File: src/rtl/operand_fwd_ctrl.sv
// Operand forwarding and load-use hazard controller: tracks EX/MEM/WB destinations
// and registers the ALU operand mux selects. Optional WB bypass code via FWD_WB_BYPASS_EN.
module operand_fwd_ctrl #(
    parameter int REGADDR  = 5,
    parameter int CNTWIDTH = 16
) (
    input  logic                clk,
    input  logic                rst,
    input  logic                id_valid,
    input  logic [REGADDR-1:0]  id_rs1,
    input  logic [REGADDR-1:0]  id_rs2,
    input  logic                id_rs1_used,
    input  logic                id_rs2_used,
    input  logic [REGADDR-1:0]  id_rd,
    input  logic                id_rd_we,
    input  logic                id_is_load,
    input  logic                hold,
    input  logic                flush,
    output logic [1:0]          fwdA_sel,
    output logic [1:0]          fwdB_sel,
    output logic                stall,
    output logic [CNTWIDTH-1:0] stall_cnt
);

    typedef enum logic [1:0] {
        SEL_RF  = 2'b00,
        SEL_MEM = 2'b01,
        SEL_WB  = 2'b10,
        SEL_BYP = 2'b11
    } fwd_sel_e;

    typedef struct packed {
        logic               valid;
        logic [REGADDR-1:0] rd;
        logic               we;
        logic               is_load;
    } slot_t;

    slot_t    ex_q, mem_q, wb_q;
    slot_t    id_slot;
    fwd_sel_e sel_a, sel_b;
    logic     issue;

    function automatic logic produces(input slot_t s, input logic [REGADDR-1:0] rs,
                                      input logic used);
        return s.valid && s.we && (s.rd == rs) && (rs != '0) && used;
    endfunction

    // The instruction now in EX will be in MEM when the consumer reaches EX, hence 01.
    function automatic fwd_sel_e pick(input slot_t ex_s, input slot_t mem_s, input slot_t wb_s,
                                      input logic [REGADDR-1:0] rs, input logic used);
        fwd_sel_e sel;
        sel = SEL_RF;
        if (produces(ex_s, rs, used))
            sel = SEL_MEM;
        else if (produces(mem_s, rs, used))
            sel = SEL_WB;
`ifdef FWD_WB_BYPASS_EN
        else if (produces(wb_s, rs, used))
            sel = SEL_BYP;
`endif
        return sel;
    endfunction

    // NOTE: every always_comb output gets a default first so no path can infer a latch.
    always_comb begin
        id_slot = '{valid: 1'b1, rd: id_rd, we: id_rd_we, is_load: id_is_load};
        sel_a   = pick(ex_q, mem_q, wb_q, id_rs1, id_rs1_used);
        sel_b   = pick(ex_q, mem_q, wb_q, id_rs2, id_rs2_used);
        stall   = id_valid && !flush && ex_q.is_load &&
                  (produces(ex_q, id_rs1, id_rs1_used) || produces(ex_q, id_rs2, id_rs2_used));
        issue   = id_valid && !flush && !stall;
    end

    // NOTE: sequential state uses non-blocking assignments so the slot shift reads pre-edge values.
    always_ff @(posedge clk) begin
        if (rst) begin
            ex_q      <= '0;
            mem_q     <= '0;
            wb_q      <= '0;
            fwdA_sel  <= SEL_RF;
            fwdB_sel  <= SEL_RF;
            stall_cnt <= '0;
        end else if (!hold) begin
            wb_q  <= mem_q;
            mem_q <= ex_q;
            if (issue) begin
                ex_q     <= id_slot;
                fwdA_sel <= sel_a;
                fwdB_sel <= sel_b;
            end else begin
                ex_q     <= '0;
                fwdA_sel <= SEL_RF;
                fwdB_sel <= SEL_RF;
            end
            if (stall && (stall_cnt != '1))
                stall_cnt <= stall_cnt + CNTWIDTH'(1);
        end
    end

endmodule

File: config.mk
export PLATFORM = sky130hd
export DESIGN_NAME = operand_fwd_ctrl
export DESIGN_NICKNAME = d
export VERILOG_FILES = /design/src/rtl/operand_fwd_ctrl.sv
export SDC_FILE = /design/constraint.sdc
export NUM_CORES = 1
export LEC_CHECK = 0
export ABC_AREA = 1
export CAP_MARGIN = 20
export CORE_MARGIN = 5
export CORE_UTILIZATION = 34
export CTS_CLUSTER_DIAMETER = 200
export DETAILED_ROUTE_END_ITERATION = 10
export SYNTH_ARGS = -nofsm -noshare
export SYNTH_HDL_FRONTEND = slang
export SYNTH_SLANG_ARGS = --single-unit
export TNS_END_PERCENT = 100
File: constraint.sdc
create_clock -name clk -period 2.3 [get_ports clk]
set_clock_uncertainty 0.1 [all_clocks]
set_input_delay 0.345 -clock clk [delete_from_list [all_inputs] [get_ports clk]]
set_output_delay 0.345 -clock clk [all_outputs]
set_load 0.05 [all_outputs]
==> flow_summary.ini, run 1 <==
[layout]
fin_nets = 400
layoutNonFillerInstCount = 450
drive_above_1_share_pct = 7.47
synthToLayoutAreaGrowth_pct = 31.7
diodes = 0
multiInputGateArea_sq_um = 1150
final_area_sq_um = 2770
layout.area.seq_sq_um = 701
nFillCells = 619

[cts]
cts_setup_buffers = 0
clk_path_buf_depth = 2
cts_tree = built
cts_htree_levels = 2
path_clk_slew_ns = 0.06
clock_tree.root_cell = clkbuf_8
cts_sinks = 35
cts_resized = 0
numCtsBuffers = 5
clock_latency_ns = 0.29
hold_buffers = 0

[setup_path]
endpoint_kind = output port
required_ns = 1.86
path_max_fanout = 4
critPathKind = in2out
cp-start-kind = input pin
cp.arrival_ns = 1.76

[route]
routedWlPerCell_um = 11.7
drt_wl_total_mm = 5.25
antenna_left = 0
via_per_inst = 4.57
drc = 0
vias = 2058
drt_pass1_iterations = 4
drt_iter0_drc = 103

[global_routing]
use_met2_pct = 22.5
grt.total_usage_pct = 14.3
met3_usage_pct = 3.82
top_usage_layer = met2
grt_pass1_vias = 1896
grt_max_degree = 24
antenna_found_initial = 0
overflow = 0
grt_pass1_wl_mm = 8.71
use_met1_pct = 19.3

[synthesis]
ys_ff_latch = 35
ys_types = 30
syn_nets = 350
ys.warnings.count = 0
synth.avg_cell_area_sq_um = 6.46
ys_seq_area_share_pct = 33.4
syn-cell-area_sq_um = 2100
syn_inst = 325

[timing]
setup_viol = 0
worst_slew_pin_slew_ns = 0.504
hold_violations = 0
clock.fmax_mhz = 454
fin_crit_sh_pct = 95.8
max-slew-margin-rel_pct = 66.3
final.setup.tns_ns = 0
fin_crit_ns = 2.20
rsz0062_at_grt = no
maxSlewViolCount = 0

[die]
die_h_um = 88.6
die_w_um = 88.6
num_rows = 28
die-area_sq_um = 7850
initial_core_util_pct = 35.3
core-area_sq_um = 5960
io_pins = 45

[flow_run]
maxCapViolations = 0

[place]
dpl.cell_count = 443
gp_congestion = 0.897
dp_hpwl_mm = 4.04
port_buffers = 44
placed_area_sq_um = 2660

[run_status]
outcome = finished, final reports clean

[power_and_ir_drop]
power_leakage_nw = 1.24
power.density_nw_per_um2 = 470
peakVddDrop_uv = 239

[min_path]
hp-class = reg2reg
-- per-stage QoR --
stage | total power, mW | hold WS (ns) | worst slack [ns] | util, %
after global placement | 0.774 | 0.354 | 0.117 | 44.7
after CTS | 1.31 | 0.367 | 0.0903 | 46.4
final | 1.30 | 0.363 | 0.0975 | 46.4
after detailed placement | 0.775 | 0.358 | 0.0902 | 44.7
after global routing | 1.36 | 0.391 | 0.0113 | 46.4
after floorplan | 0.706 | 0.345 | 0.189 | -
-- report_power, final --
part | leakage [nW] | internal, mW | switching, mW | total, mW
clock | 0.0513 | 0.318 | 0.222 | 0.540
combinational | 0.909 | 0.0696 | 0.0656 | 0.135
sequential | 0.284 | 0.616 | 0.00945 | 0.625
total | 1.24 | 1.00 | 0.297 | 1.30
-- kinds of logic (layout without fill, tap and decap cells) --
logic type / Yosys count / in the layout / share of synthesized area, %
fa+ha+maj: 1 / 1 / 0.595
compound gates: 34 / 34 / 9.11
xor+xnor: 20 / 20 / 8.34
buf+inv: 59 / 109 / 11.7
simple gates: 176 / 176 / 36.9
flops: 35 / 35 / 33.4
-- cell usage after synthesis --
cell,n,area [sq um]
nand4_4,1,21.3
or2_0,1,6.26
clkbuf_1,4,15.0
xnor2_1,6,52.6
ha_1,1,12.5
o211ai_1,2,15.0
inv_1,45,169
or2_1,1,6.26
nand3_1,16,80.1
o22ai_1,1,6.26
a21boi_1,1,7.51
buf_1,2,7.51
a21oi_1,18,90.1
nand4_2,1,12.5
nor2_2,2,12.5
inv_2,4,15.0
o21ai_0,7,35.0
nor2_1,52,195
dfxtp_1,35,701
nand2_4,2,22.5
nand3b_1,1,7.51
buf_6,3,33.8
xor2_1,14,123
nand2_1,81,304
buf_2,1,5.00
nand4_1,8,50.1
nand2_2,1,6.26
nor2_4,1,11.3
o21bai_1,5,37.5
nor3_1,8,40.0
-- area by class of cell --
| type | instances | share of cell area (%) |
|---|---|---|
| multi-input combinational | 231 | 41.7 |
| sequential | 35 | 25.3 |
| timing repair buffer | 53 | 19.2 |
| inverter | 49 | 6.65 |
| tap | 75 | 3.39 |
| clock buffer | 6 | 2.62 |
| clock inverter | 1 | 1.09 |
-- sequential cells by signal (all words and copies together) (netlist names) --
name and flops:
ex_q 8, fwdA_sel 2, fwdB_sel 2, mem_q 7, stall_cnt 16
-- worst paths after layout --
kind	start	end	slack, ns	cells past startpoint
worst min-delay path	ex_q[0]$_SDFFE_PP0N_	ex_q[0]$_SDFFE_PP0N_	0.36	2
worst max-delay path	id_rs1[0]	stall	0.1	9
worst max register to register	stall_cnt[1]$_SDFFE_PP0P_	stall_cnt[13]$_SDFFE_PP0P_	0.37	11
worst min register to register	ex_q[0]$_SDFFE_PP0N_	ex_q[0]$_SDFFE_PP0N_	0.36	2
-- metal layers --
layer  vias up  part of all wire, %
met4         0                  1.2
met1       917                   49
li1       1104                    -
met3         6                  5.3
met2        31                   44
met5         -                    0
-- worst max-delay path, cell delays in order --
cell and delay (ns):
clkdlybuf4s50_1 0.46, or2_1 0.25, nor2_1 0.14, nor2_1 0.06
nand2_1 0.15, nand2_4 0.09, nand2_4 0.06, inv_1 0.06
buf_12 0.14
-- layout by cell type, fill, tap and decap left out, types with 2 or more instances in the layout --
master,netlist,final
xnor2_1,6,6
clkbuf_8,0,5
inv_1,45,45
nand2_1,81,81
nor3_1,8,8
buf_4,0,8
nand3_1,16,16
a21oi_1,18,18
nand2_4,2,2
o211ai_1,2,2
nand4_1,8,8
xor2_1,14,14
clkdlybuf4s50_1,0,43
o21ai_0,7,7
buf_12,0,2
nor2_2,2,2
nor2_1,52,52
o21bai_1,5,5
dfxtp_1,35,35
inv_2,4,4
(Power assumes the default switching activity.)
==> inputs of run 2 (changes only) <==
--- a/config.mk
+++ b/config.mk
@@ -8,9 +8,10 @@
 export ABC_AREA = 1
 export CAP_MARGIN = 20
 export CORE_MARGIN = 5
-export CORE_UTILIZATION = 34
+export CORE_UTILIZATION = 51
 export CTS_CLUSTER_DIAMETER = 200
 export DETAILED_ROUTE_END_ITERATION = 10
+export PLACE_DENSITY = 0.8
 export SYNTH_ARGS = -nofsm -noshare
 export SYNTH_HDL_FRONTEND = slang
 export SYNTH_SLANG_ARGS = --single-unit
==> flow_summary.ini, run 2 (synthesis results as in run 1) <==
[run_status]
outcome = finished, final reports clean

[route]
drt_iter0_drc = 119
antenna_left = 0
drc = 0
route.layer.met1.wl_mm = 2.32
route.met3.wl_um = 307
wl_met2_mm = 2.16
vias = 2056
drt_wl_total_mm = 4.89
drt_pass1_iterations = 4
via_per_inst = 4.87
routedWlPerCell_um = 11.6
top_layer_used = met4

[timing]
final.setup.tns_ns = 0
setup_viol = 0
rsz0062_at_grt = no
max-slew-margin-rel_pct = 63.8
hold_violations = 0
clock.fmax_mhz = 463
maxSlewViolCount = 0
fin_crit_sh_pct = 94.0
worst_slew_pin_slew_ns = 0.542
fin_crit_ns = 2.16
layout_setup_ws_ns = 0.139

[setup_path]
worst-path-buf-inv = 3
r2r_end = stall_cnt[15]$_SDFFE_PP0P_
required_ns = 1.86
critPathKind = in2out
cp-start-kind = input pin
cp_slowest_cell = clkdlybuf4s50_1
endpoint_kind = output port
r2r_start = stall_cnt[1]$_SDFFE_PP0P_
crit_chain = clkdlybuf4s50_1 -> or2_0 -> nor2_1 -> nor2_1 -> nand2_2 -> nand2_4 -> nand2_4 -> inv_1 -> buf_12
r2r_cells = 10
slowest_delay_ns = 0.48
critPathTopFamily = simple AND/OR/NAND/NOR gates
path_max_fanout = 3
cp.arrival_ns = 1.72
r2r_slack_ns = 0.40

[place]
dpl.cell_count = 414
port_buffers = 44
gp_congestion = 0.913
place_ws_ns = 0.0557
dp_hpwl_mm = 3.63

[layout]
nFillCells = 352
diodes = 0
finalCoreUtilization_pct = 67.5
largest_reg_flops = 16
layout.area.seq_sq_um = 701
multiInputGateArea_sq_um = 1160
top_regs = stall_cnt: 16 flops, ex_q: 8 flops, mem_q: 7 flops
final_cell_mix = nand2_1, nor2_1, inv_1, clkdlybuf4s50_1, dfxtp_1
synthToLayoutAreaGrowth_pct = 28.5
final_common_cell = nand2_1
regMostFlops = stall_cnt
layoutNonFillerInstCount = 422
drive_above_1_share_pct = 7.53
fin_nets = 397

[min_path]
hp-class = reg2reg
hp-start = ex_q[0]$_SDFFE_PP0N_
min_to = ex_q[0]$_SDFFE_PP0N_
min_path_cells = 2

[flow_run]
maxCapViolations = 0

[cts]
cts_tree = built
cts_htree_levels = 2
clk_path_buf_depth = 2
hold_buffers = 0
path_clk_slew_ns = 0.07
clock_latency_ns = 0.29
cts_sinks = 35
numCtsBuffers = 5
clock_tree.root_cell = clkbuf_8

[die]
die-area_sq_um = 5500
io_pins = 45
die_h_um = 74.2
die_w_um = 74.2
initial_core_util_pct = 52.5
core-area_sq_um = 4000
num_rows = 23

[global_routing]
antenna_found_initial = 0
grt_max_degree = 28
grt_pass1_wl_mm = 8.32
grt.total_usage_pct = 19.6
grt_pass1_vias = 1890
overflow = 0

[power_and_ir_drop]
peakVddDrop_uv = 359
power_leakage_nw = 1.22
power.density_nw_per_um2 = 447
run 2: cell count changes in the layout (fill, tap and decap cells not counted), sizes merged:
cell,delta
buf,-3
bufinv,-1
clkinv,+1
run 2: worst max-delay path by stage:
stage                                    startpoint                    endpoint  slack, ns  cells after the start
after floorplan           stall_cnt[1]$_SDFFE_PP0P_  stall_cnt[15]$_SDFFE_PP0P_       0.19                     11
after global routing                      id_rs2[3]                       stall       0.02                     10
final                                     id_rs2[0]                       stall       0.14                      9
after CTS                                 id_rs1[0]                       stall       0.05                      9
after global placement                    id_rs1[0]                       stall       0.11                      9
after detailed placement                  id_rs1[0]                       stall       0.06                      9
run 2: worst reg2reg max path, stage by stage, from the launching register on:
cell,delay (ns)
dfxtp_1,0.37
ha_1,0.19
nand2_1,0.11
nor2_1,0.11
nand2_1,0.11
nor2_4,0.14
nand4_2,0.16
nand4_4,0.30
nand2_1,0.10
nand2_1,0.07
nor2_1,0.04
run 2: power breakdown:
group	internal [mW]	leakage [nW]	total, mW	switching, mW
Sequential	0.616	0.284	0.626	0.00965
Combinational	0.0674	0.890	0.131	0.0635
Clock	0.235	0.0470	0.451	0.216
Total	0.918	1.22	1.21	0.290
run 2: timing repair:
action                     in CTS  in global routing
setup buffers                   0                  1
hold endpoints to repair        0                  0
setup endpoints to repair       0                  1
resized for setup               0                  2
run 2: routing by layer:
| metal | vias up | track usage (%) |
|---|---|---|
| met5 | - | 0 |
| met4 | 0 | 8.85 |
| met3 | 8 | 5.00 |
| met2 | 49 | 30.7 |
| met1 | 900 | 25.5 |
| li1 | 1099 | - |
run 2: cell type report:
cell class / instances / share of cell area (%)
clock buffers: 6 / 3.06
repair buffers: 50 / 18.8
well taps: 50 / 2.32
inverters: 49 / 6.81
multi-input cells: 231 / 42.9
clock inverters: 1 / 0.185
flip-flops and latches: 35 / 25.9
run 2: metrics by stage:
stage / instance area, sq um / total power, mW / hold slack [ns]
finish: 2700 / 1.21 / 0.372
global placement: 2590 / 0.768 / 0.353
global route: 2700 / 1.26 / 0.396
CTS: 2680 / 1.22 / 0.368
detailed placement: 2590 / 0.769 / 0.359
floorplan: 2100 / 0.706 / 0.345
==> inputs of run 3 (changes only) <==
--- a/config.mk
+++ b/config.mk
@@ -6,12 +6,13 @@
 export NUM_CORES = 1
 export LEC_CHECK = 0
 export ABC_AREA = 1
-export CAP_MARGIN = 20
+export CAP_MARGIN = 15
 export CORE_MARGIN = 5
 export CORE_UTILIZATION = 51
 export CTS_CLUSTER_DIAMETER = 200
 export DETAILED_ROUTE_END_ITERATION = 10
 export PLACE_DENSITY = 0.8
+export RECOVER_POWER = 50
 export SYNTH_ARGS = -nofsm -noshare
 export SYNTH_HDL_FRONTEND = slang
 export SYNTH_SLANG_ARGS = --single-unit
==> constraint.sdc (replaced) <==
create_clock -name clk -period 2.3 [get_ports clk]
set_clock_uncertainty 0.1 [all_clocks]
set_input_delay 0.345 -clock clk [delete_from_list [all_inputs] [get_ports clk]]
set_output_delay 0.345 -clock clk [all_outputs]
set_load 0.1 [all_outputs]
==> flow_summary.ini, run 3 (synthesis results as in run 1) <==
[run_status]
outcome = finished, final reports clean

[route]
routedWlPerCell_um = 11.5
drc = 0
vias = 2057
wl_met2_mm = 2.18
drt_pass1_iterations = 4
drt_wl_total_mm = 4.86
top_layer_used = met4
route.met3.wl_um = 285
drt_iter0_drc = 161
via_per_inst = 4.86
route.layer.met1.wl_mm = 2.35
antenna_left = 0

[cts]
clk_path_buf_depth = 2
cts_sinks = 35
cts_tree = built
path_clk_slew_ns = 0.07
clock_latency_ns = 0.29
cts_htree_levels = 2
hold_buffers = 0
numCtsBuffers = 5
clock_tree.root_cell = clkbuf_8

[power_and_ir_drop]
power_mw = 1.20
pwr-share-comb_pct = 10.9
swShare_pct = 25.2
power.density_nw_per_um2 = 465
peakVddDrop_uv = 360
seqPwrFrac_pct = 52.3
power_leakage_nw = 1.22
p_clk_share_pct = 36.8
p_sw_mw = 0.302
p_int_mw = 0.895

[flow_run]
maxCapViolations = 0

[setup_path]
worst-path-buf-inv = 5
critPathTopFamily = buffers and inverters
slowest_delay_ns = 0.54
required_ns = 1.86
cp-start-kind = input pin
crit_chain = clkdlybuf4s50_1 -> inv_1 -> nand2_1 -> nand2_1 -> inv_1 -> nand2_1 -> nor2_2 -> nand2_2 -> nand2_4 -> nand2_4 -> inv_1 -> buf_12
cp.arrival_ns = 1.74
critPathKind = in2out
path_max_fanout = 3
endpoint_kind = output port
cp_slowest_cell = clkdlybuf4s50_1

[min_path]
hp-class = reg2reg

[layout]
layoutNonFillerInstCount = 423
diodes = 0
top_regs = stall_cnt: 16 flops, ex_q: 8 flops, mem_q: 7 flops
final_cell_mix = nand2_1, nor2_1, inv_1, dfxtp_1, clkdlybuf4s50_1
synthToLayoutAreaGrowth_pct = 22.5
largest_reg_flops = 16
final_area_sq_um = 2570
regMostFlops = stall_cnt
fin_nets = 397
drive_above_1_share_pct = 10.2
final_common_cell = nand2_1

[timing]
fin_crit_ns = 2.18
setup_viol = 0
fin_crit_sh_pct = 94.9
rsz0062_at_grt = no
final.setup.tns_ns = 0
maxSlewViolCount = 0
clock.fmax_mhz = 458
max-slew-margin-rel_pct = 22.4
hold_violations = 0
worst_slew_pin_slew_ns = 1.17

[place]
dpl.cell_count = 414
gp_congestion = 0.942
dp_hpwl_mm = 3.66
placed_area_sq_um = 2540
port_buffers = 44

[global_routing]
overflow = 0
grt.total_usage_pct = 18.8
grt_pass1_vias = 1845
grt_max_degree = 28
grt_pass1_wl_mm = 8.05
antenna_found_initial = 0

[die]
initial_core_util_pct = 52.5
num_rows = 23
die-area_sq_um = 5500
io_pins = 45
die_h_um = 74.2
core-area_sq_um = 4000
die_w_um = 74.2
-- run 3: changes by cell type in the layout (fill, tap and decap cells not counted), moves of 2 or more --
cell | previous run | this run
clkbuf_1 | 0 | 13
dfxtp_1 | 35 | 32
clkbuf_2 | 0 | 9
clkdlybuf4s50_1 | 43 | 20
dfxtp_2 | 0 | 3
dlymetal6s2s_1 | 0 | 2
-- run 3: power groups by stage --
| stage | logic [mW] | clock network [mW] | registers [mW] |
|---|---|---|---|
| after detailed placement | 0.130 | 0 | 0.639 |
| after global placement | 0.129 | 0 | 0.639 |
| final | 0.131 | 0.441 | 0.625 |
| after floorplan | 0.0688 | 0 | 0.637 |
| after CTS | 0.131 | 0.449 | 0.625 |
| after global routing | 0.143 | 0.478 | 0.627 |
-- run 3: worst register-to-register path, stage by stage (launching register included) --
cell and delay (ns):
dfxtp_1 0.44, inv_2 0.06, nand2_1 0.06, nand2_1 0.05
inv_1 0.04, nand2_1 0.05, nor2_2 0.09, nand2_2 0.08
nand2_4 0.09, buf_4 0.15, nand4_4 0.28, o21bai_1 0.25
nor2_1 0.05
-- run 3: path summary, 6_finish.rpt --
kind / from / endpoint / slack (ns) / cells past startpoint
min reg2reg: fwdA_sel[0]$_SDFFE_PP0N_ / fwdA_sel[0]$_SDFFE_PP0N_ / 0.36 / 2
min: fwdA_sel[0]$_SDFFE_PP0N_ / fwdA_sel[0]$_SDFFE_PP0N_ / 0.36 / 2
max: id_rs2[4] / stall / 0.12 / 12
max reg2reg: ex_q[5]$_SDFFE_PP0N_ / stall_cnt[0]$_SDFFE_PP0P_ / 0.41 / 12
-- run 3: cell type report --
cell class	count	area [sq um]
repair buffers	50	387
flip-flops and latches	35	704
clock inverters	1	5.00
clock buffers	7	76.3
multi-input cells	231	1150
fillers	391	1430
inverters	49	184
well taps	50	62.6
-- run 3: metal layers --
| layer | GRT usage, % | vias up |
|---|---|---|
| met2 | 28.8 | 45 |
| met4 | 6.24 | 0 |
| met3 | 4.59 | 6 |
| li1 | - | 1100 |
| met1 | 25.8 | 906 |
| met5 | 0 | - |
-- run 3: repair_timing --
item | in CTS | in global routing
setup endpoints to repair | 0 | 1
gates resized for setup | 0 | 3
setup buffers | 0 | 1
-- run 3: stage by stage --
| stage | hold WS (ns) | worst slack, ns | util [%] |
|---|---|---|---|
| 2_1_floorplan | 0.345 | 0.0148 | - |
| 3_3_place_gp | 0.352 | 0.0825 | 63.6 |
| 6_report | 0.364 | 0.117 | 64.3 |
| 4_1_cts | 0.368 | 0.0575 | 65.6 |
| 5_1_grt | 0.385 | 0.0110 | 64.3 |
| 3_5_place_dp | 0.357 | 0.0546 | 63.6 |
